--- config.mk ---
export PLATFORM = sky130hd
export DESIGN_NAME = key_arbiter
export DESIGN_NICKNAME = d
export VERILOG_FILES = /design/src/rtl/key_arbiter.sv
export SDC_FILE = /design/constraint.sdc
export NUM_CORES = 1
export LEC_CHECK = 0
export CAP_MARGIN = 20
export CELL_PAD_IN_SITES_DETAIL_PLACEMENT = 1
export CELL_PAD_IN_SITES_GLOBAL_PLACEMENT = 1
export CORE_ASPECT_RATIO = 1.4
export CORE_MARGIN = 4
export CORE_UTILIZATION = 29
export DETAILED_ROUTE_END_ITERATION = 7
export PLACE_DENSITY = 0.61
export SLEW_MARGIN = 0
export SYNTH_ARGS = -nofsm -noshare
export SYNTH_HDL_FRONTEND = slang
export SYNTH_SLANG_ARGS = --single-unit
--- constraint.sdc ---
create_clock -name clk -period 2.9 [get_ports clk]
set_clock_uncertainty 0.15 [all_clocks]
set_input_delay 0.725 -clock clk [delete_from_list [all_inputs] [get_ports clk]]
set_output_delay 0.725 -clock clk [all_outputs]
set_load 0.01 [all_outputs]
--- src/rtl/key_arbiter.sv ---
// key_arbiter: latches debounced key pulses as pending requests and serialises them into a
// valid/ready command stream with a hold-off gap. Define KEY_ARB_RR_EN for round-robin, else fixed priority.
module key_arbiter #(
  parameter int N_KEY  = 4,
  parameter int ID_W   = 2,
  parameter int GAP    = 2,
  parameter int DROP_W = 8
) (
  input  logic              clk,
  input  logic              rst,
  input  logic [N_KEY-1:0]  key_pulse,
  input  logic              cmd_ready,
  output logic              cmd_valid,
  output logic [ID_W-1:0]   cmd_id,
  output logic [N_KEY-1:0]  pend,
  output logic              busy,
  output logic [DROP_W-1:0] drop_cnt
);

  localparam int CW = $clog2(N_KEY + 1);

  typedef enum logic [1:0] {IDLE, OFFER, HOLD} state_t;

  state_t             state;
  logic [7:0]         gap_cnt;
  logic [ID_W-1:0]    winner;
  logic               grant_en;
  logic [N_KEY-1:0]   grant_vec;
  logic [N_KEY-1:0]   drop_hits;
  logic [CW-1:0]      hit_count;
  logic [DROP_W+CW-1:0] drop_sum;
  logic [DROP_W-1:0]  drop_next;

`ifdef KEY_ARB_RR_EN
  logic [ID_W-1:0] ptr;
  logic            rr_found;

  // Scan pend starting at the pointer, wrapping at the last real key.
  always_comb begin
    winner   = '0;
    rr_found = 1'b0;
    for (int k = 0; k < N_KEY; k++) begin
      if (!rr_found && pend[(int'(ptr) + k) % N_KEY]) begin
        winner   = ID_W'((int'(ptr) + k) % N_KEY);
        rr_found = 1'b1;
      end
    end
  end

  always_ff @(posedge clk) begin
    if (!rst)
      ptr <= '0;
    else if (grant_en)
      ptr <= (winner == ID_W'(N_KEY - 1)) ? '0 : winner + ID_W'(1);
  end
`else
  always_comb begin
    winner = '0;
    for (int i = N_KEY - 1; i >= 0; i--)
      if (pend[i]) winner = ID_W'(i);
  end
`endif

  assign grant_en  = (state == IDLE) && (|pend);
  assign grant_vec = grant_en ? (N_KEY'(1) << winner) : '0;
  assign drop_hits = key_pulse & pend & ~grant_vec;

  always_comb begin
    hit_count = '0;
    for (int i = 0; i < N_KEY; i++)
      hit_count = hit_count + CW'(drop_hits[i]);
  end

  // Wide sum so several coalesced presses in one cycle saturate cleanly.
  assign drop_sum  = {{CW{1'b0}}, drop_cnt} + {{DROP_W{1'b0}}, hit_count};
  assign drop_next = (|drop_sum[DROP_W+CW-1:DROP_W]) ? {DROP_W{1'b1}} : drop_sum[DROP_W-1:0];

  always_ff @(posedge clk) begin
    if (!rst) begin
      pend     <= '0;
      drop_cnt <= '0;
    end else begin
      pend     <= key_pulse | (pend & ~grant_vec);
      drop_cnt <= drop_next;
    end
  end

  always_ff @(posedge clk) begin
    if (!rst) begin
      state     <= IDLE;
      cmd_valid <= 1'b0;
      cmd_id    <= '0;
      busy      <= 1'b0;
      gap_cnt   <= '0;
    end else begin
      case (state)
        IDLE: begin
          if (grant_en) begin
            cmd_id    <= winner;
            cmd_valid <= 1'b1;
            busy      <= 1'b1;
            state     <= OFFER;
          end
        end
        OFFER: begin
          if (cmd_ready) begin
            cmd_valid <= 1'b0;
            gap_cnt   <= 8'(GAP);
            busy      <= (GAP != 0);
            state     <= (GAP != 0) ? HOLD : IDLE;
          end
        end
        HOLD: begin
          if (gap_cnt == 8'd1) begin
            busy  <= 1'b0;
            state <= IDLE;
          end else begin
            gap_cnt <= gap_cnt - 8'd1;
          end
        end
        default: begin
          cmd_valid <= 1'b0;
          busy      <= 1'b0;
          state     <= IDLE;
        end
      endcase
    end
  end

endmodule

* Word-level counts from Yosys, hierarchy flattened *
Index checks and enable logic that the tools add are counted.
W data, S select, Z words.

storage, ports and cells
  bits in registers = 26
  input port bits = 7
  output and inout bits = 16
  logic and storage cells = 54

operators by class
  add/subtract/negate cells = 5
  equality and inequality tests = 7
  shifts and indexed selects = 1
  multiplexer cells = 19
  bitwise gates (word level) = 6
  reduce and logical (&&, ||, !) cells = 9

operators with widths
  cell                   count
  $mux W8                3
  $pmux W8 S2            1
  $mux W2                7
  $and A4 B4 Y4          3
  $add A8 B3 Y9          1
  $reduce_and A3 Y1      3
  $eq A8 B1 Y1 const B   1
  $ne A2 B2 Y1 const B   4
  $sub A8 B1 Y8 const B  1
  $pmux W1 S3            2
  $pmux W2 S3            1
  $mux W1                4
  $mux W4                1
  $not A4 Y4             1
  $or A4 B4 Y4           1
  $reduce_or A4 Y1       1
  $shl A1 B2 Y4 const A  1
  $add A2 B1 Y3          1
  $add A3 B1 Y3          1
  $reduce_or A3 Y1       1
  $add A1 B1 Y2          1
  $eq A2 B1 Y1 const B   1
  $eq A2 B2 Y1 const B   1
  $logic_not A2 Y1       1
  4 further kinds        4

* Logic depth before layout (Yosys ltp) *
Gate-level depths: netlist (run 1).

  depth in word-level cells = 14
  mapped depth = 12
  mapped depth without buffers = 11

* Worst setup path after synthesis (run 1) *
OpenSTA, ideal clock, no wires.

  path type = flip-flop to flip-flop
  from = register state[1]
  to = register drop_cnt[0]
  library setup time = 0.076 ns
  arrival = 2.880 ns
  required time = 2.674 ns
  setup slack = -0.206 ns
  stages on the path, launching flop included = 13
  path buffers = 1
  clock period less this slack = 3.106 ns
  cell sequence = dfxtp_1 -> buf_2 -> nor4_1 -> nor2b_1 -> nand2_1 -> fa_1 -> fa_1 -> inv_1 -> fa_1 -> and3_1 -> and2_1 -> nand4_1 -> a21boi_0

between the ends
  cells in the longest elaborated chain, start to end = 11

ends and longest elaborated chain
  what                      line  text
  start: declaration        24    state_t state;
  start signal: assignment  110   state <= (GAP != 0) ? HOLD : IDLE;
  $logic_not A2 Y1 (*)      64    assign grant_en = (state == IDLE) && (|pend);
  $logic_and A1 B1 Y1 (*)   64
  $mux W4 (*)               65    assign grant_vec = grant_en ? (N_KEY'(1) << winner) : '0;
  $not A4 Y4 (*)            66    assign drop_hits = key_pulse & pend & ~grant_vec;
  $and A4 B4 Y4 (*)         66
  $add A1 B1 Y2             71    hit_count = hit_count + CW'(drop_hits[i]);
  $add A2 B1 Y3             71
  $add A3 B1 Y3 (*)         71
  $add A8 B3 Y9 (*)         75    assign drop_sum = {{CW{1'b0}}, drop_cnt} + {{DROP_W{1'b0}}, hit_count};
  $reduce_or A3 Y1          76    assign drop_next = (|drop_sum[DROP_W+CW-1:DROP_W]) ? {DROP_W{1'b1}} : drop_sum[DROP_W-1:0];
  $mux W8 (*)               76
  end signal: assignment    84    drop_cnt <= drop_next;
  end: declaration          17    output logic [DROP_W-1:0] drop_cnt

Mark *: on every way between the ends. The rest lies on a longest branch, timed or not.
A chain may end at the register's enable or synchronous reset.

* Worst setup path after layout (run 1) *
Same ends and word-level chain as after synthesis.

==> results of run 1 <==
-- through the flow --
step	cell area (sq um)	TNS, ns	setup WS [ns]	power [uW]	util (%)
after floorplan	1400	-0.0251	-0.0126	612	-
after global placement	1750	-4.13	-0.566	711	38.3
after detailed placement	1750	-4.68	-0.667	722	38.3
after CTS	1830	-0.00864	-0.00864	975	40.1
after global routing	1850	-0.724	-0.152	1030	40.5
final	1850	0	0.00437	963	40.5
-- worst min path at each step --
stage               startpoint    endpoint  slack (ns)
floorplan           gap_cnt[7]  gap_cnt[7]        0.30
global placement    gap_cnt[7]  gap_cnt[7]        0.31
detailed placement  gap_cnt[7]  gap_cnt[7]        0.33
CTS                 gap_cnt[7]  gap_cnt[7]        0.34
global route        gap_cnt[5]  gap_cnt[5]        0.37
finish                    busy        busy        0.34
-- final cells by class --
type,count,area [sq um]
multi-input cells,107,831
repair buffers,36,323
fillers,561,2720
flip-flops and latches,26,526
clock buffers,4,55.1
inverters,11,41.3
well taps,62,77.6
-- registers in the layout, indices dropped and copies added, names as in the netlist --
name / cells
cmd_valid: 1
busy: 1
pend: 4
gap_cnt: 8
cmd_id: 2
state: 2
drop_cnt: 8
-- kinds of logic after synthesis --
kind of cell / Yosys count / synth area share [%]
buffers and inverters: 15 / 4.45
AOI/OAI and AO/OA: 43 / 24.6
adders and majority gates: 6 / 7.08
xor gates and xnor gates: 3 / 1.91
muxes: 3 / 2.18
and+or+nand+nor: 52 / 22.0
DFF: 26 / 37.8
-- layer usage --
| layer | up-vias | global-route usage [%] | wire length [um] |
|---|---|---|---|
| met3 | 4 | 1.51 | 48 |
| met2 | 12 | 24.0 | 1970 |
| met1 | 615 | 14.1 | 1490 |
| met4 | 0 | 5.55 | 51 |
| li1 | 605 | - | - |
| met5 | - | 0 | 0 |
-- synthesized netlist by cell type (2+ instances only) --
| cell type | number | area [sq um] |
|---|---|---|
| a21boi_0 | 9 | 67.6 |
| a21oi_1 | 7 | 35.0 |
| and2_1 | 2 | 12.5 |
| clkbuf_1 | 2 | 7.51 |
| dfxtp_1 | 26 | 521 |
| fa_1 | 3 | 60.1 |
| ha_1 | 3 | 37.5 |
| inv_1 | 11 | 41.3 |
| mux2i_1 | 3 | 30.0 |
| nand2_1 | 13 | 48.8 |
| nand2b_1 | 4 | 25.0 |
| nand3_1 | 2 | 10.0 |
| nor2_1 | 9 | 33.8 |
| nor2b_1 | 3 | 18.8 |
| nor3_1 | 2 | 10.0 |
| nor3b_1 | 2 | 15.0 |
| nor4_1 | 4 | 25.0 |
| o21a_1 | 5 | 37.5 |
| o21ai_0 | 6 | 30.0 |
| o31ai_1 | 4 | 30.0 |
| or4_2 | 3 | 26.3 |
| xor2_1 | 2 | 17.5 |
-- critical path, cell delays in order, from the launching register on --
cell and delay (ns):
dfxtp_4 0.37, nor4_4 0.31, nor2b_2 0.09, nand2_1 0.09, fa_1 0.43, fa_2 0.36, inv_2 0.07, fa_2 0.21
and3_4 0.19, and2_4 0.15, nand4_1 0.21, a21boi_1 0.21
-- report_power, final --
part	total [uW]	internal, uW	switching (uW)
registers	433	394	39.7
logic	286	144	142
clock network	244	122	122
total	963	659	303
-- what timing repair did --
item,CTS,global route
pin swaps,6,3
gates cloned,0,0
endpoints found under the setup margin,8,7
gates resized for setup,14,3
buffers inserted,1,2
==> impl_metrics.toml, run 1 <==
[floorplanning]
die_w_um = 66.3
die_area_sq_um = 5930
die_height_um = 89.6
rows = 29
ios = 23
coreArea_sq_um = 4570
initial_core_util_pct = 30.1

[sta]
finalHoldViolCount = 0
relSlewSlack_pct = 60.5
tightest_slew_ns = 0.578
fin_crit_sh_pct = 99.8
fmax_ghz = 0.345
worst_hold_slack_ns = 0.340
grt_setup_unrepaired = "yes"
period_needed_ns = 2.90
maxSlewViolCount = 0
setup_viol = 0

[worst_setup_path]
arrival_ns = 2.95
rr_startpoint = "state[1]"
cp-endpoint = "drop_cnt[0]"
rr_worst_depth = 11
r2r-end = "drop_cnt[0]"
r2r_slack_ns = 0.004
crit_required_ns = 2.96
timing_worst_setup_path_type = "register to register"
crit_path_start_kind = "register"
cp_max_fo = 5
crit_start = "state[1]"
endpoint_kind = "register"

[drt]
drt_iter0_drc = 55
drc = 0
dr.pass1.iters = 4
drt-total-wl_um = 3560
final_antenna_net_count = 0
via_count = 1236
wl_per_cell_um = 14.5
viasPerCell = 5.02

[grt]
grtUsageTotal_pct = 12.8
antenna_found_initial = 0
grt_pass1_vias = 1308
grt_max_degree = 17
grt_first_pass_wirelength_um = 5890
grt.overflow.total = 0

[layout]
area_growth_pct = 34.5
fin_nets = 198
drive_above_1_share_pct = 20.7
layout_commonest_cell = "dfxtp_1"
finalNonFillerCells = 246
diodes = 0
final_cell_mix = "dfxtp_1 (24), clkdlybuf4s50_1 (20), buf_4 (14)"

[synth]
synth-edff-count = 0
ys_warn_count = 0
syn_area_sq_um = 1380
synth_cells = 148
synthArstFlopShare_pct = 0
synth_ff_type = "dfxtp_1"
synth_area_per_cell_sq_um = 9.31
ys_seq_elements = 26
synth-seq-area-share_pct = 37.8
synth.distinct_cells = 45
syn_nets = 161

[placed_design]
placed_cells = 239
dp_hpwl_um = 2770
port_buffers = 22
place_congestion = 0.819

[worst_hold_path]
hold_path_depth = 2
hold_class = "register to register"

[clock_tree]
clock-root-buffer = "clkbuf_8"
cts.sinks = 26
clock_path_buffers = 2
cts_inserted_buffers = 3
ctsHoldBuffers = 0
tritoncts = "done"
path_clk_slew_ns = 0.09
clk-insertion-delay-late_ns = 0.27
htree_levels = 1

[pwr]
p_leak_uw = 0.000703
power_density_nw_per_um2 = 519
ir_drop_v = 0.000214

[run_status]
status = "finished, final reports clean"

[flow_run]
drv_cap = 0
Power figures use the tool's default switching activity.
==> run 2, diff against run 1 <==
- GPL_ROUTABILITY_DRIVEN: not set -> 0
==> results of run 2 <==
Same layout as run 1: the final DEF is identical, and so are final timing and power.
==> run 3, diff against run 2 <==
- CTS_CLUSTER_DIAMETER: not set -> 80
==> results of run 3 <==
Same layout as run 1: the final DEF is identical, and so are final timing and power.
